==> config.mk <==
export PLATFORM = sky130hd
export DESIGN_NAME = time_glyph_renderer_flat
export DESIGN_NICKNAME = d
export VERILOG_FILES = /design/src/rtl/time_glyph_renderer_if.sv /design/src/rtl/time_glyph_renderer.sv /design/src/flat_wrapper.sv
export SDC_FILE = /design/constraint.sdc
export NUM_CORES = 1
export LEC_CHECK = 0
export BUFFER_PORTS_ARGS = -buffer_cell sky130_fd_sc_hd__buf_2
export CAP_MARGIN = 20
export CORE_ASPECT_RATIO = 0.7
export CORE_MARGIN = 4
export CORE_UTILIZATION = 50
export DETAILED_ROUTE_END_ITERATION = 7
export GPL_TIMING_DRIVEN = 1
export PLACE_DENSITY_LB_ADDON = 0.25
export SYNTH_ARGS = -nofsm -noshare
export SYNTH_HDL_FRONTEND = slang
export SYNTH_SLANG_ARGS = --single-unit
==> constraint.sdc <==
create_clock -name clock -period 2.7 [get_ports clock]
set_input_delay 0.54 -clock clock [delete_from_list [all_inputs] [get_ports clock]]
set_output_delay 0.54 -clock clock [all_outputs]
set_load 0.03 [all_outputs]
==> src/rtl/time_glyph_renderer_if.sv <==
// Plot-side bundle between the timer display controller and the glyph
// renderer: render request, glyph snapshot inputs and VGA pixel outputs.
interface time_glyph_renderer_if;
    logic        start;
    logic [7:0]  originX;
    logic [6:0]  originY;
    logic [39:0] displayMin2;
    logic [39:0] displayMin1;
    logic [39:0] displayColon;
    logic [39:0] displaySec2;
    logic [39:0] displaySec1;
    logic [7:0]  x;
    logic [6:0]  y;
    logic [2:0]  colour;
    logic        plot;
    logic        busy;
    logic        done;

    modport master (
        output start, originX, originY,
        output displayMin2, displayMin1, displayColon,
        output displaySec2, displaySec1,
        input  x, y, colour, plot, busy, done
    );

    modport slave (
        input  start, originX, originY,
        input  displayMin2, displayMin1, displayColon,
        input  displaySec2, displaySec1,
        output x, y, colour, plot, busy, done
    );
endinterface

==> src/rtl/time_glyph_renderer.sv <==
// Rasterises the five 5x8 MM:SS glyphs into the VGA plot port,
// one pixel per clock, lit and unlit pixels alike.
module time_glyph_renderer #(
    parameter int unsigned CHAR_PITCH = 6,
    parameter logic [2:0]  FG_COLOUR  = 3'b111,
    parameter logic [2:0]  BG_COLOUR  = 3'b000
) (
    input logic            clock,
    input logic            resetn,
    time_glyph_renderer_if.slave io
);

    typedef enum logic [1:0] {IDLE, DRAW, DONE} state_e;

    state_e      state_q, state_d;
    logic [39:0] glyph_q [5];
    logic [39:0] glyph_d [5];
    logic [7:0]  ox_q, ox_d;
    logic [6:0]  oy_q, oy_d;
    logic [2:0]  ch_q, ch_d;
    logic [2:0]  row_q, row_d;
    logic [2:0]  col_q, col_d;
    logic        last_q, last_d;
    logic [7:0]  x_q, x_d;
    logic [6:0]  y_q, y_d;
    logic [2:0]  colour_q, colour_d;
    logic        plot_q, plot_d;
    logic        busy_q, busy_d;
    logic        done_q, done_d;
    logic [39:0] cur_glyph;

    function automatic logic [7:0] pix_x(input logic [7:0] ox,
                                         input logic [2:0] ch,
                                         input logic [2:0] col);
        logic [7:0] off;
        off = 8'(32'(ch) * CHAR_PITCH);
        return ox + off + {5'd0, col};
    endfunction

    function automatic logic pix_bit(input logic [39:0] g,
                                     input logic [2:0]  row,
                                     input logic [2:0]  col);
        logic [5:0] idx;
        idx = {3'd0, row} * 6'd5 + {3'd0, col};
        return g[idx];
    endfunction

    always_comb begin
        cur_glyph = glyph_q[0];
        unique case (ch_q)
            3'd1:    cur_glyph = glyph_q[1];
            3'd2:    cur_glyph = glyph_q[2];
            3'd3:    cur_glyph = glyph_q[3];
            3'd4:    cur_glyph = glyph_q[4];
            default: cur_glyph = glyph_q[0];
        endcase
    end

    always_comb begin
        state_d  = state_q;
        glyph_d  = glyph_q;
        ox_d     = ox_q;
        oy_d     = oy_q;
        ch_d     = ch_q;
        row_d    = row_q;
        col_d    = col_q;
        last_d   = last_q;
        x_d      = x_q;
        y_d      = y_q;
        colour_d = colour_q;
        plot_d   = 1'b0;
        busy_d   = 1'b0;
        done_d   = 1'b0;
        unique case (state_q)
            IDLE: begin
                // Pixel 0 comes straight from the inputs so it lands one cycle after start.
                if (io.start) begin
                    state_d    = DRAW;
                    glyph_d[0] = io.displayMin2;
                    glyph_d[1] = io.displayMin1;
                    glyph_d[2] = io.displayColon;
                    glyph_d[3] = io.displaySec2;
                    glyph_d[4] = io.displaySec1;
                    ox_d       = io.originX;
                    oy_d       = io.originY;
                    x_d        = io.originX;
                    y_d        = io.originY;
                    colour_d   = io.displayMin2[0] ? FG_COLOUR : BG_COLOUR;
                    plot_d     = 1'b1;
                    busy_d     = 1'b1;
                    ch_d       = 3'd0;
                    row_d      = 3'd0;
                    col_d      = 3'd1;
                    last_d     = 1'b0;
                end
            end
            DRAW: begin
                if (last_q) begin
                    state_d = DONE;
                    done_d  = 1'b1;
                    ch_d    = 3'd0;
                    row_d   = 3'd0;
                    col_d   = 3'd0;
                    last_d  = 1'b0;
                end else begin
                    x_d      = pix_x(ox_q, ch_q, col_q);
                    y_d      = oy_q + {4'd0, row_q};
                    colour_d = pix_bit(cur_glyph, row_q, col_q) ? FG_COLOUR : BG_COLOUR;
                    plot_d   = 1'b1;
                    busy_d   = 1'b1;
                    last_d   = (ch_q == 3'd4) && (row_q == 3'd7) && (col_q == 3'd4);
                    if (col_q == 3'd4) begin
                        col_d = 3'd0;
                        if (row_q == 3'd7) begin
                            row_d = 3'd0;
                            ch_d  = ch_q + 3'd1;
                        end else begin
                            row_d = row_q + 3'd1;
                        end
                    end else begin
                        col_d = col_q + 3'd1;
                    end
                end
            end
            DONE:    state_d = IDLE;
            default: state_d = IDLE;
        endcase
    end

    always_ff @(posedge clock or negedge resetn) begin
        if (!resetn) begin
            state_q  <= IDLE;
            for (int i = 0; i < 5; i++) glyph_q[i] <= '0;
            ox_q     <= '0;
            oy_q     <= '0;
            ch_q     <= '0;
            row_q    <= '0;
            col_q    <= '0;
            last_q   <= 1'b0;
            x_q      <= '0;
            y_q      <= '0;
            colour_q <= BG_COLOUR;
            plot_q   <= 1'b0;
            busy_q   <= 1'b0;
            done_q   <= 1'b0;
        end else begin
            state_q  <= state_d;
            glyph_q  <= glyph_d;
            ox_q     <= ox_d;
            oy_q     <= oy_d;
            ch_q     <= ch_d;
            row_q    <= row_d;
            col_q    <= col_d;
            last_q   <= last_d;
            x_q      <= x_d;
            y_q      <= y_d;
            colour_q <= colour_d;
            plot_q   <= plot_d;
            busy_q   <= busy_d;
            done_q   <= done_d;
        end
    end

    assign io.x      = x_q;
    assign io.y      = y_q;
    assign io.colour = colour_q;
    assign io.plot   = plot_q;
    assign io.busy   = busy_q;
    assign io.done   = done_q;

endmodule

==> src/flat_wrapper.sv <==
// flat-port wrapper written by rule: the top's interface ports become plain ports
module time_glyph_renderer_flat 
#(
    parameter int unsigned CHAR_PITCH = 6,
    parameter logic [2:0]  FG_COLOUR  = 3'b111,
    parameter logic [2:0]  BG_COLOUR  = 3'b000
)
  (clock, resetn, io_start, io_originX, io_originY, io_displayMin2, io_displayMin1, io_displayColon, io_displaySec2, io_displaySec1, io_x, io_y, io_colour, io_plot, io_busy, io_done);
  time_glyph_renderer_if io_i ();
  input logic clock;
  input logic resetn;
  input wire logic [$bits(io_i.start)-1:0] io_start;
  input wire logic [$bits(io_i.originX)-1:0] io_originX;
  input wire logic [$bits(io_i.originY)-1:0] io_originY;
  input wire logic [$bits(io_i.displayMin2)-1:0] io_displayMin2;
  input wire logic [$bits(io_i.displayMin1)-1:0] io_displayMin1;
  input wire logic [$bits(io_i.displayColon)-1:0] io_displayColon;
  input wire logic [$bits(io_i.displaySec2)-1:0] io_displaySec2;
  input wire logic [$bits(io_i.displaySec1)-1:0] io_displaySec1;
  output wire logic [$bits(io_i.x)-1:0] io_x;
  output wire logic [$bits(io_i.y)-1:0] io_y;
  output wire logic [$bits(io_i.colour)-1:0] io_colour;
  output wire logic [$bits(io_i.plot)-1:0] io_plot;
  output wire logic [$bits(io_i.busy)-1:0] io_busy;
  output wire logic [$bits(io_i.done)-1:0] io_done;
  assign io_i.start = io_start;
  assign io_i.originX = io_originX;
  assign io_i.originY = io_originY;
  assign io_i.displayMin2 = io_displayMin2;
  assign io_i.displayMin1 = io_displayMin1;
  assign io_i.displayColon = io_displayColon;
  assign io_i.displaySec2 = io_displaySec2;
  assign io_i.displaySec1 = io_displaySec1;
  assign io_x = io_i.x;
  assign io_y = io_i.y;
  assign io_colour = io_i.colour;
  assign io_plot = io_i.plot;
  assign io_busy = io_i.busy;
  assign io_done = io_i.done;
  time_glyph_renderer #(.CHAR_PITCH(CHAR_PITCH), .FG_COLOUR(FG_COLOUR), .BG_COLOUR(BG_COLOUR)) u_core (.clock(clock), .resetn(resetn), .io(io_i));
endmodule
==> impl_metrics.yaml, run 1 <==
status:
  status: "finished, violations left"
  violations: "negative setup slack"
cts:
  worstSkewPairLatency_ns: 0.52
  numCtsBuffers: 25
  clockBufferDepth: 3
  cts_tree: "yes"
  root_buffer: "clkbuf_16"
  htreeDepth: 1
  clk_pin_slew_worst_paths_ns: 0.06
  cts_sinks: 245
floorplanning:
  die_area_mm2: 0.0260
  num_rows: 46
  io_pins: 239
  start_util_pct: 51.2
  fp.dieH_um: 136
  core-area_mm2: 0.0228
  die_x_um: 191
global_routing:
  track_usage_pct: 24.5
  grt_max_degree: 104
  grt_pass1_wl_um: 49900
  antenna_found_initial: 5
  grt_pass1_vias: 8947
  grt_overflow: 0
sta:
  slew_violations: 0
  fin_ws_ns: -0.0825
  holdWs_ns: 0.00783
  finalSetupViolCount: 3
  hold_viol_final: 0
  min_period_over_period_pct: 103
  skew_ns: 0.0111
  worst_pin_slew_ns: 0.634
  finalCriticalPeriod_ns: 2.78
  slew-limit-headroom_pct: 57.7
  rsz0062_at_grt: "true"
  timing.fmax_mhz: 359
layout:
  layout_commonest_cell: "dfrtp_1"
  final_layout_size_suffix_gt1_share_pct: 48.8
  final_nets: 1472
  syn_to_final_growth_pct: 24.5
  final_cell_mix: "dfrtp_1 (243), buf_2 (237), mux2_2 (219), nand2_1 (59), buf_4 (57)"
  fin_util_pct: 63.8
  design_area_mm2: 0.0146
logic_synthesis:
  synth_flop_cell: "dfrtp_1"
  netlist-cell-type-count: 53
  yosys.area.top_type: "dfrtp_1"
  synth_nets: 1203
  netlist.area_leader.share_pct: 52.4
  syn_inst: 947
  avgSynthCellArea_um2: 12.4
  synth_area_leaders: "dfrtp_1 (52%), mux2_2 (21%), ha_1 (3.4%)"
  ys_seq_area_share_pct: 52.4
  yosys_warnings: 0
  synth_edf_count: 0
  netlist_area_mm2: 0.0117
  synthArstFlopShare_pct: 100
  ys_ff_latch: 245
drt:
  vias: 8779
  wirelength_met1_um: 15000
  highest_layer: "met5"
  drc: 0
  route.met3.wl_um: 2340
  drt_iter0_drc: 503
  wl_met2_um: 14200
  drt.antenna.violating_nets: 0
  wl_per_cell_um: 21.0
  wl_um: 32300
  dr.pass1.iters: 5
  via_per_inst: 5.71
worst_setup_path:
  crit_path_max_fanout: 6
  worstSetupEndpointType: "flip-flop"
  arrival_ns: 3.22
  critPathRequiredTime_ns: 3.14
  crit_type: "reg -> reg"
  start_kind: "flip-flop"
  reg2reg_depth: 11
placed_design:
  place_ws_ns: -0.204
  dp_hpwl_um: 23400
  gp_congestion: 0.859
  io_buffers: 238
  dpl_cell_area_mm2: 0.0137
job:
  max_cap_viol_count: 0
power:
  power.density_mw_per_mm2: 1130
  peakVddDrop_v: 0.000711
  power.leakage_uw: 0.00650
hold_path:
  hold_class: "in -> async"
[Yosys cell counts, drive strengths merged, types with 3 or more instances]
| library cell | n |
|---|---|
| o211ai | 9 |
| xor2 | 5 |
| a211oi | 4 |
| mux2 | 219 |
| o2111ai | 17 |
| nand2b | 3 |
| nand2 | 59 |
| a221o | 10 |
| buf | 26 |
| clkbuf | 41 |
| fa | 6 |
| nor2 | 28 |
| a2111oi | 4 |
| xnor2 | 8 |
| a21boi | 3 |
| inv | 26 |
| and2 | 3 |
| nor2b | 7 |
| o21ai | 34 |
| nand3 | 26 |
| dfrtp | 245 |
| nor3 | 7 |
| ha | 32 |
| a221oi | 9 |
| a22o | 9 |
| a21oi | 35 |
| a21o | 6 |
| a31oi | 11 |
| a22oi | 34 |
[routing by layer]
layer  global-route usage (%)  vias up
met5                        0        -
met4                     5.58        8
met3                     5.44       53
met2                     36.7      275
met1                     36.7     4440
li1                         -     4003
[critical path, stage by stage (launching register included)]
cell and delay [ns]:
dfrtp_2 0.43, buf_4 0.14, ha_2 0.20, or2_1 0.27
a211oi_4 0.25, buf_4 0.18, clkbuf_16 0.15, nand2_1 0.05
a31oi_1 0.23, a31oi_1 0.12, or4_4 0.53, a31oi_1 0.15
[worst paths after layout]
kind / startpoint / endpoint / slack, ns
worst max-delay path: u_core.ch_q[1] / u_core.io.colour[1] / -0.08
worst min-delay path: resetn / u_core.glyph_q[107] / 0.008
worst max register to register: u_core.ch_q[1] / u_core.io.colour[1] / -0.08
worst min register to register: u_core.io.y[1] / u_core.io.y[1] / 0.48
max in group asynchronous: resetn / u_core.glyph_q[12] / 1.95
min in group clock: io_originY[1] / u_core.oy_q[1] / 0.24
[per-stage QoR]
stage	total power, uW	TNS (ns)	cells
after floorplan	10300	-0.0338	947
after CTS	16300	-0.139	1534
after global routing	17500	-0.593	1538
after detailed placement	12900	-0.292	1495
final	16400	-0.106	1538
after global placement	12700	-0.147	1495
[registers in the layout, summed over array words and instances (netlist names)]
register / flops
u_core.io.colour: 1
u_core.io.plot: 1
u_core.io.done: 1
u_core.oy_q: 7
u_core.ox_q: 8
u_core.row_q: 3
u_core.state_q: 2
u_core.col_q: 3
u_core.ch_q: 3
u_core.last_q: 1
u_core.io.y: 7
u_core.glyph_q: 200
u_core.io.x: 8
[cell type report]
type / count / area (um^2)
fill: 1813 / 8280
inverter: 26 / 97.6
timing repair buffer: 309 / 1930
clock inverter: 5 / 28.8
antenna: 1 / 2.50
multi-input combinational: 609 / 5320
sequential: 245 / 6130
clock buffer: 31 / 668
tap: 312 / 390
[cell families after synthesis]
group           share of synthesized area, %
buf+inv                                 3.40
fa+ha+maj                               4.45
flops                                   52.4
xor+xnor                               0.973
simple gates                            5.42
mux                                     21.5
compound gates                          11.9
[timing repair]
item / CTS / global route
pin swaps: 9 / 21
resized for setup: 10 / 15
endpoints found under the hold margin: 0 / 0
hold buffers: 0 / 0
gates cloned: 1 / 1
endpoints found under the setup margin: 3 / 5
setup buffers: 2 / 2
[power by group]
part	internal, uW	switching, uW
clock network	1720	1380
registers	5110	880
logic	3650	3690
(Power assumes the default switching activity.)
==> run 2, diff against run 1 <==
- ABC_AREA: default -> 1
==> run 2 against run 1 <==
Effect of this change: the run still ends with negative setup slack left; critical path type unchanged; clock skew rose by 0.0069 ns; setup slack improved by 0.035 ns; die area grew 3.6%; register-to-register slack better by 0.03 ns; sequential share of layout area fell by 0.64 points.
==> impl_metrics.yaml, run 2 <==
sta:
  timing.fmax_mhz: 364
  rsz0062_at_grt: "true"
  slew_violations: 0
  min_period_over_period_pct: 102
  finalSetupViolCount: 2
  slew-limit-headroom_pct: 34.6
  skew_ns: 0.0180
  hold_viol_final: 0
  fin_ws_ns: -0.0477
  worst_pin_slew_ns: 0.981
  finalCriticalPeriod_ns: 2.75
logic_synthesis:
  netlist.area_leader.share_pct: 50.5
  synthArstFlopShare_pct: 100
  synth_area_leaders: "dfrtp_1 (50%), nand2_1 (26%), nand3_1 (4.5%)"
  netlist_area_mm2: 0.0121
  synthTopCellsByCount: "nand2_1 (848), dfrtp_1 (245), nand3_1 (109)"
  ys_seq_area_share_pct: 50.5
  synth_flop_cell: "dfrtp_1"
  netlist-cell-type-count: 39
  avgSynthCellArea_um2: 7.58
  yosys.cell_count.top_type: "nand2_1"
  synth_edf_count: 0
  yosys.area.top_type: "dfrtp_1"
  ys_ff_latch: 245
  syn_inst: 1602
  synth_nets: 1858
  yosys_warnings: 0
layout:
  layout_commonest_cell: "nand2_1"
  final_nets: 2077
  multi_input_area_mm2: 0.00542
  final_cells: 2159
  regMostFlops: "u_core.glyph_q"
  design_area_mm2: 0.0148
  final_cell_mix: "nand2_1 (846), dfrtp_1 (244), buf_2 (237), nand3_1 (109), inv_1 (70)"
  final_layout_size_suffix_gt1_share_pct: 19.4
  fillers: 2183
  syn_to_final_growth_pct: 21.8
  largest_reg_flops: 200
  regArea_mm2: 0.00613
power:
  pwr-share-clk_pct: 19.6
  p_sw_uw: 8290
  share_seq_of_total_power_pct: 33.1
  power.leakage_uw: 0.00812
  power.density_mw_per_mm2: 1330
  peakVddDrop_v: 0.000585
  combPwrFrac_pct: 47.3
  internal-power_uw: 11400
  swShare_pct: 42.1
cts:
  clk_pin_slew_worst_paths_ns: 0.07
  worstSkewPairLatency_ns: 0.53
  cts_tree: "yes"
  root_buffer: "clkbuf_16"
  cts_sinks: 245
  clockBufferDepth: 3
  numCtsBuffers: 25
  htreeDepth: 1
global_routing:
  grt_pass1_vias: 10800
  grt_overflow: 0
  track_usage_pct: 26.9
  grt_pass1_wl_um: 59000
  antenna_found_initial: 3
  grt_max_degree: 200
placed_design:
  io_buffers: 238
  dpl_cell_area_mm2: 0.0137
  dp_cells: 2110
  dp_hpwl_um: 25800
  gp_congestion: 0.897
drt:
  drt.antenna.violating_nets: 0
  wl_per_cell_um: 17.0
  vias: 11200
  drc: 0
  wl_um: 36700
  via_per_inst: 5.21
  drt_iter0_drc: 1187
  dr.pass1.iters: 5
status:
  violations: "negative setup slack"
  status: "finished, violations left"
worst_setup_path:
  critPathRequiredTime_ns: 3.11
  crit_type: "reg -> reg"
  arrival_ns: 3.16
  crit_path_max_fanout: 4
  start_kind: "flip-flop"
  worstSetupEndpointType: "flip-flop"
floorplanning:
  core-area_mm2: 0.0238
  start_util_pct: 51.1
  io_pins: 239
  die_area_mm2: 0.0269
  die_x_um: 194
  fp.dieH_um: 138
  num_rows: 47
job:
  max_cap_viol_count: 0
hold_path:
  hold_class: "in -> reg"
-- run 2: cell count changes in the layout (fill, tap and decap cells not counted), moves of 26 or more --
cell     change
buf_4       -28
nand3_1     +83
a22oi_1     -33
nand2_1    +787
inv_1       +49
nor2_1      +26
mux2_2     -219
-- run 2: critical path, stage by stage, from the launching register on --
cell     delay (ns)
dfrtp_1        0.42
ha_2           0.23
fa_2           0.55
ha_4           0.21
ha_4           0.25
nand2_1        0.08
nand2_1        0.07
a31oi_2        0.17
nor2_1         0.08
o21ai_1        0.16
nand2_1        0.09
xor2_1         0.15
o21ai_1        0.13
nand2_1        0.06
-- run 2: area by class of cell --
type	count	area share [%]
diodes	2	0.0338
clock buffers	34	4.93
clock inverters	11	1.24
inverters	79	2.06
multi-input cells	1191	36.6
flip-flops and latches	245	41.5
well taps	318	2.69
repair buffers	279	11.0
-- run 2: timing repair --
item                                   in CTS  in global routing
hold buffers                                1                  0
setup buffers                               0                  1
setup endpoints to repair                   2                  3
pin swaps                                   5                  6
endpoints found under the hold margin       5                  0
resized for setup                          16                 11
-- run 2: power by group through the flow --
stage | logic, uW | registers [uW] | clock network (uW)
floorplan | 5950 | 6500 | 0
global route | 10500 | 6720 | 4040
global placement | 8600 | 6470 | 0
CTS | 9120 | 6480 | 3890
finish | 9320 | 6520 | 3850
detailed placement | 8830 | 6510 | 0
-- run 2: routing by layer --
metal / up-vias / wire length [um] / GRT usage (%)
met2: 473 / 15300 / 38.1
li1: 5430 / - / -
met5: - / 13 / 0
met3: 71 / 3330 / 5.28
met4: 2 / 946 / 6.80
met1: 5269 / 17100 / 42.6
-- run 2: kinds of logic after synthesis --
| logic type | share of synthesized area [%] |
|---|---|
| AND/OR/NAND/NOR | 33.2 |
| flip-flops | 50.5 |
| buffers and inverters | 5.88 |
| AO/OA/AOI/OAI | 5.60 |
| adder cells (fa/ha/maj) | 4.29 |
| XOR/XNOR | 0.505 |
-- run 2: final timing paths --
check                                         from             endpoint  slack [ns]  cells after the start
worst max-delay path                u_core.ch_q[1]       u_core.io.x[6]       -0.05                     13
worst min-delay path            io_displaySec2[11]   u_core.glyph_q[51]        0.20                      3
worst max register to register      u_core.ch_q[1]       u_core.io.x[6]       -0.05                     13
min in group asynchronous                   resetn  u_core.glyph_q[109]        0.57                      2
max in group asynchronous                   resetn    u_core.glyph_q[6]        1.35                      3
worst min register to register      u_core.io.y[5]       u_core.io.y[5]        0.48                      2
-- run 2: per-stage QoR --
step                      utilization (%)  hold WS [ns]  setup TNS, ns  power (uW)  setup slack (ns)
after floorplan                         -         0.244              0       12500            0.0203
after global placement               57.8         0.462        -0.0946       15100           -0.0946
after detailed placement             57.8         0.460         -0.311       15300            -0.170
after CTS                            62.0         0.190        -0.0923       19500           -0.0751
after global routing                 62.3         0.197         -0.296       21300            -0.154
final                                62.3         0.203        -0.0580       19700           -0.0477
==> run 3, diff against run 2 <==
- CELL_PAD_IN_SITES_DETAIL_PLACEMENT: default -> 0
- CELL_PAD_IN_SITES_GLOBAL_PLACEMENT: default -> 2
- CORE_UTILIZATION: 50 -> 28
- GPL_TIMING_DRIVEN: 1 -> 0
- SETUP_SLACK_MARGIN: default -> 0.4
==> run 3 against run 2 <==
Effect of this change: core utilization shrank 26 points; die area grew 74%; critical endpoint is now u_core.io.colour[1]; setup slack gained 0.013 ns; final cell count grew 14%; the run still ends with negative setup slack left; sequential share of layout area shrank 1.7 points; worst hold slack lost 0.013 ns; highest routed layer is now met4; critical path depth grew 7; first-iteration DRC count shrank 25%; clock-buffer cell count grew 3.
==> impl_metrics.yaml, run 3 (synthesis gave the netlist of run 2 again) <==
sta:
  skew_ns: 0.00847
  finalCriticalPeriod_ns: 2.73
  rsz0062_at_grt: "true"
  fin_ws_ns: -0.0345
  setup_tns_ns: -0.0345
  hold_viol_final: 0
  timing.fmax_mhz: 366
  slew-limit-headroom_pct: 51.2
  worst_pin_slew_ns: 0.732
  min_period_over_period_pct: 101
  finalSetupViolCount: 1
  slew_violations: 0
drt:
  wl_um: 47300
  drt.antenna.violating_nets: 0
  dr.pass1.iters: 5
  via_per_inst: 4.61
  wl_per_cell_um: 19.2
  vias: 11300
  drt_iter0_drc: 896
  drc: 0
global_routing:
  grt_max_degree: 116
  grtUsageMet3_pct: 3.81
  grt_overflow: 0
  gr-usage-met2_pct: 29.4
  grt.busiest_layer: "met1"
  grt_pass1_wl_um: 71200
  met1_usage_pct: 30.5
  track_usage_pct: 19.9
  antenna_found_initial: 0
  grt_pass1_vias: 11600
placed_design:
  gp_congestion: 0.821
  io_buffers: 238
  place_ws_ns: -0.722
  dp_hpwl_um: 36100
power:
  pwr-share-clk_pct: 18.9
  swShare_pct: 44.1
  p_sw_uw: 9190
  peakVddDrop_v: 0.000502
  share_seq_of_total_power_pct: 31.8
  power.leakage_uw: 0.00826
  combPwrFrac_pct: 49.3
  power.density_mw_per_mm2: 1350
  internal-power_uw: 11700
layout:
  largest_reg_flops: 200
  syn_to_final_growth_pct: 27.3
  final_cell_mix: "nand2_1 (842), buf_2 (247), dfrtp_1 (241), nand3_1 (105), inv_1 (68)"
  antenna_cells: 0
  layout_commonest_cell: "nand2_1"
  regMostFlops: "u_core.glyph_q"
  final_nets: 2143
  fin_util_pct: 36.3
  final_layout_size_suffix_gt1_share_pct: 21.4
  fillers: 4618
floorplanning:
  die_x_um: 257
  start_util_pct: 28.5
  num_rows: 63
  fp.dieH_um: 182
  die_area_mm2: 0.0468
  core-area_mm2: 0.0426
  io_pins: 239
cts:
  root_buffer: "clkbuf_16"
  clockBufferDepth: 3
  cts_tree: "yes"
  cts_sinks: 245
  clk_pin_slew_worst_paths_ns: 0.06
  htreeDepth: 1
  worstSkewPairLatency_ns: 0.55
  numCtsBuffers: 27
worst_setup_path:
  start_kind: "flip-flop"
  worstSetupEndpointType: "flip-flop"
  arrival_ns: 3.17
  crit_path_max_fanout: 10
  critPathRequiredTime_ns: 3.13
  crit_type: "reg -> reg"
status:
  status: "finished, violations left"
  violations: "negative setup slack"
hold_path:
  hold_class: "in -> reg"
job:
  max_cap_viol_count: 0
## run 3: cell types whose count changed in the layout (fill, tap and decap cells not counted), moves of 4 or more
cell | previous run | this run
buf_12 | 8 | 1
buf_2 | 237 | 247
buf_4 | 29 | 25
clkbuf_1 | 2 | 47
clkbuf_2 | 0 | 7
clkbuf_8 | 7 | 11
nand2_1 | 846 | 842
nand2_2 | 3 | 7
nand3_1 | 109 | 105
nand3_2 | 0 | 4
nor2_1 | 54 | 44
nor2_2 | 3 | 10
## run 3: worst max-delay path: stages, from the launching register on
cell     delay, ns
dfrtp_1       0.39
inv_2         0.12
buf_6         0.17
buf_8         0.17
ha_1          0.16
buf_2         0.18
a21oi_4       0.05
buf_12        0.14
buf_6         0.12
nand3_1       0.17
nand2_1       0.08
nand2_1       0.06
nand3_1       0.07
nand3_1       0.14
nand3_1       0.08
nand3_1       0.08
nand2_1       0.05
nand2_1       0.11
nand2_2       0.10
nand2_1       0.09
nand2_1       0.06
## run 3: through the flow
stage / cells / power (uW) / instance area [um^2] / hold WS, ns
5_1_grt: 2458 / 22600 / 15400 / 0.179
2_1_floorplan: 1602 / 12600 / 12200 / 0.244
3_3_place_gp: 2392 / 15800 / 14100 / 0.463
3_5_place_dp: 2394 / 15900 / 14100 / 0.392
6_report: 2458 / 20900 / 15400 / 0.189
4_1_cts: 2455 / 20500 / 15300 / 0.170
## run 3: power by group through the flow
| stage | logic (uW) | registers [uW] | clock network (uW) |
|---|---|---|---|
| detailed placement | 9270 | 6680 | 0 |
| floorplan | 6070 | 6510 | 0 |
| CTS | 9890 | 6630 | 4020 |
| global route | 11500 | 6850 | 4170 |
| global placement | 9130 | 6670 | 0 |
| finish | 10300 | 6630 | 3940 |
## run 3: layer usage
layer / part of all wire, % / vias up
met4: 1.8 / 0
met3: 5.9 / 56
met2: 42 / 293
met1: 51 / 5413
li1: - / 5575
met5: 0 / -
## run 3: final cells by class
class                           count  area (um^2)  area share, %
Sequential cell                   245         6140           39.7
Multi-Input combinational cell   1191         5510           35.7
Timing Repair Buffer              256         1400           9.05
Clock buffer                       37          803           5.20
Tap cell                          552          691           4.47
Buffer                             87          477           3.09
Inverter                           79          304           1.97
Clock inverter                     11          130          0.842
## run 3: final timing paths
kind | from | to | slack [ns] | depth (start not counted)
min in group asynchronous | resetn | u_core.glyph_q[149] | 0.42 | 2
worst max register to register | u_core.ch_q[2] | u_core.io.colour[1] | -0.03 | 20
worst min-delay path | io_displayMin1[30] | u_core.glyph_q[150] | 0.19 | 3
worst min register to register | u_core.io.x[6] | u_core.io.x[6] | 0.48 | 2
max in group asynchronous | resetn | u_core.glyph_q[103] | 1.38 | 3
worst max-delay path | u_core.ch_q[2] | u_core.io.colour[1] | -0.03 | 20
## run 3: what timing repair did
item,4_1_cts,5_1_grt
buffers inserted,11,3
endpoints found under the setup margin,153,27
endpoints found under the hold margin,18,0
gates cloned,1,0
gates resized for setup,58,32
pin swaps,12,8
hold buffers,1,0
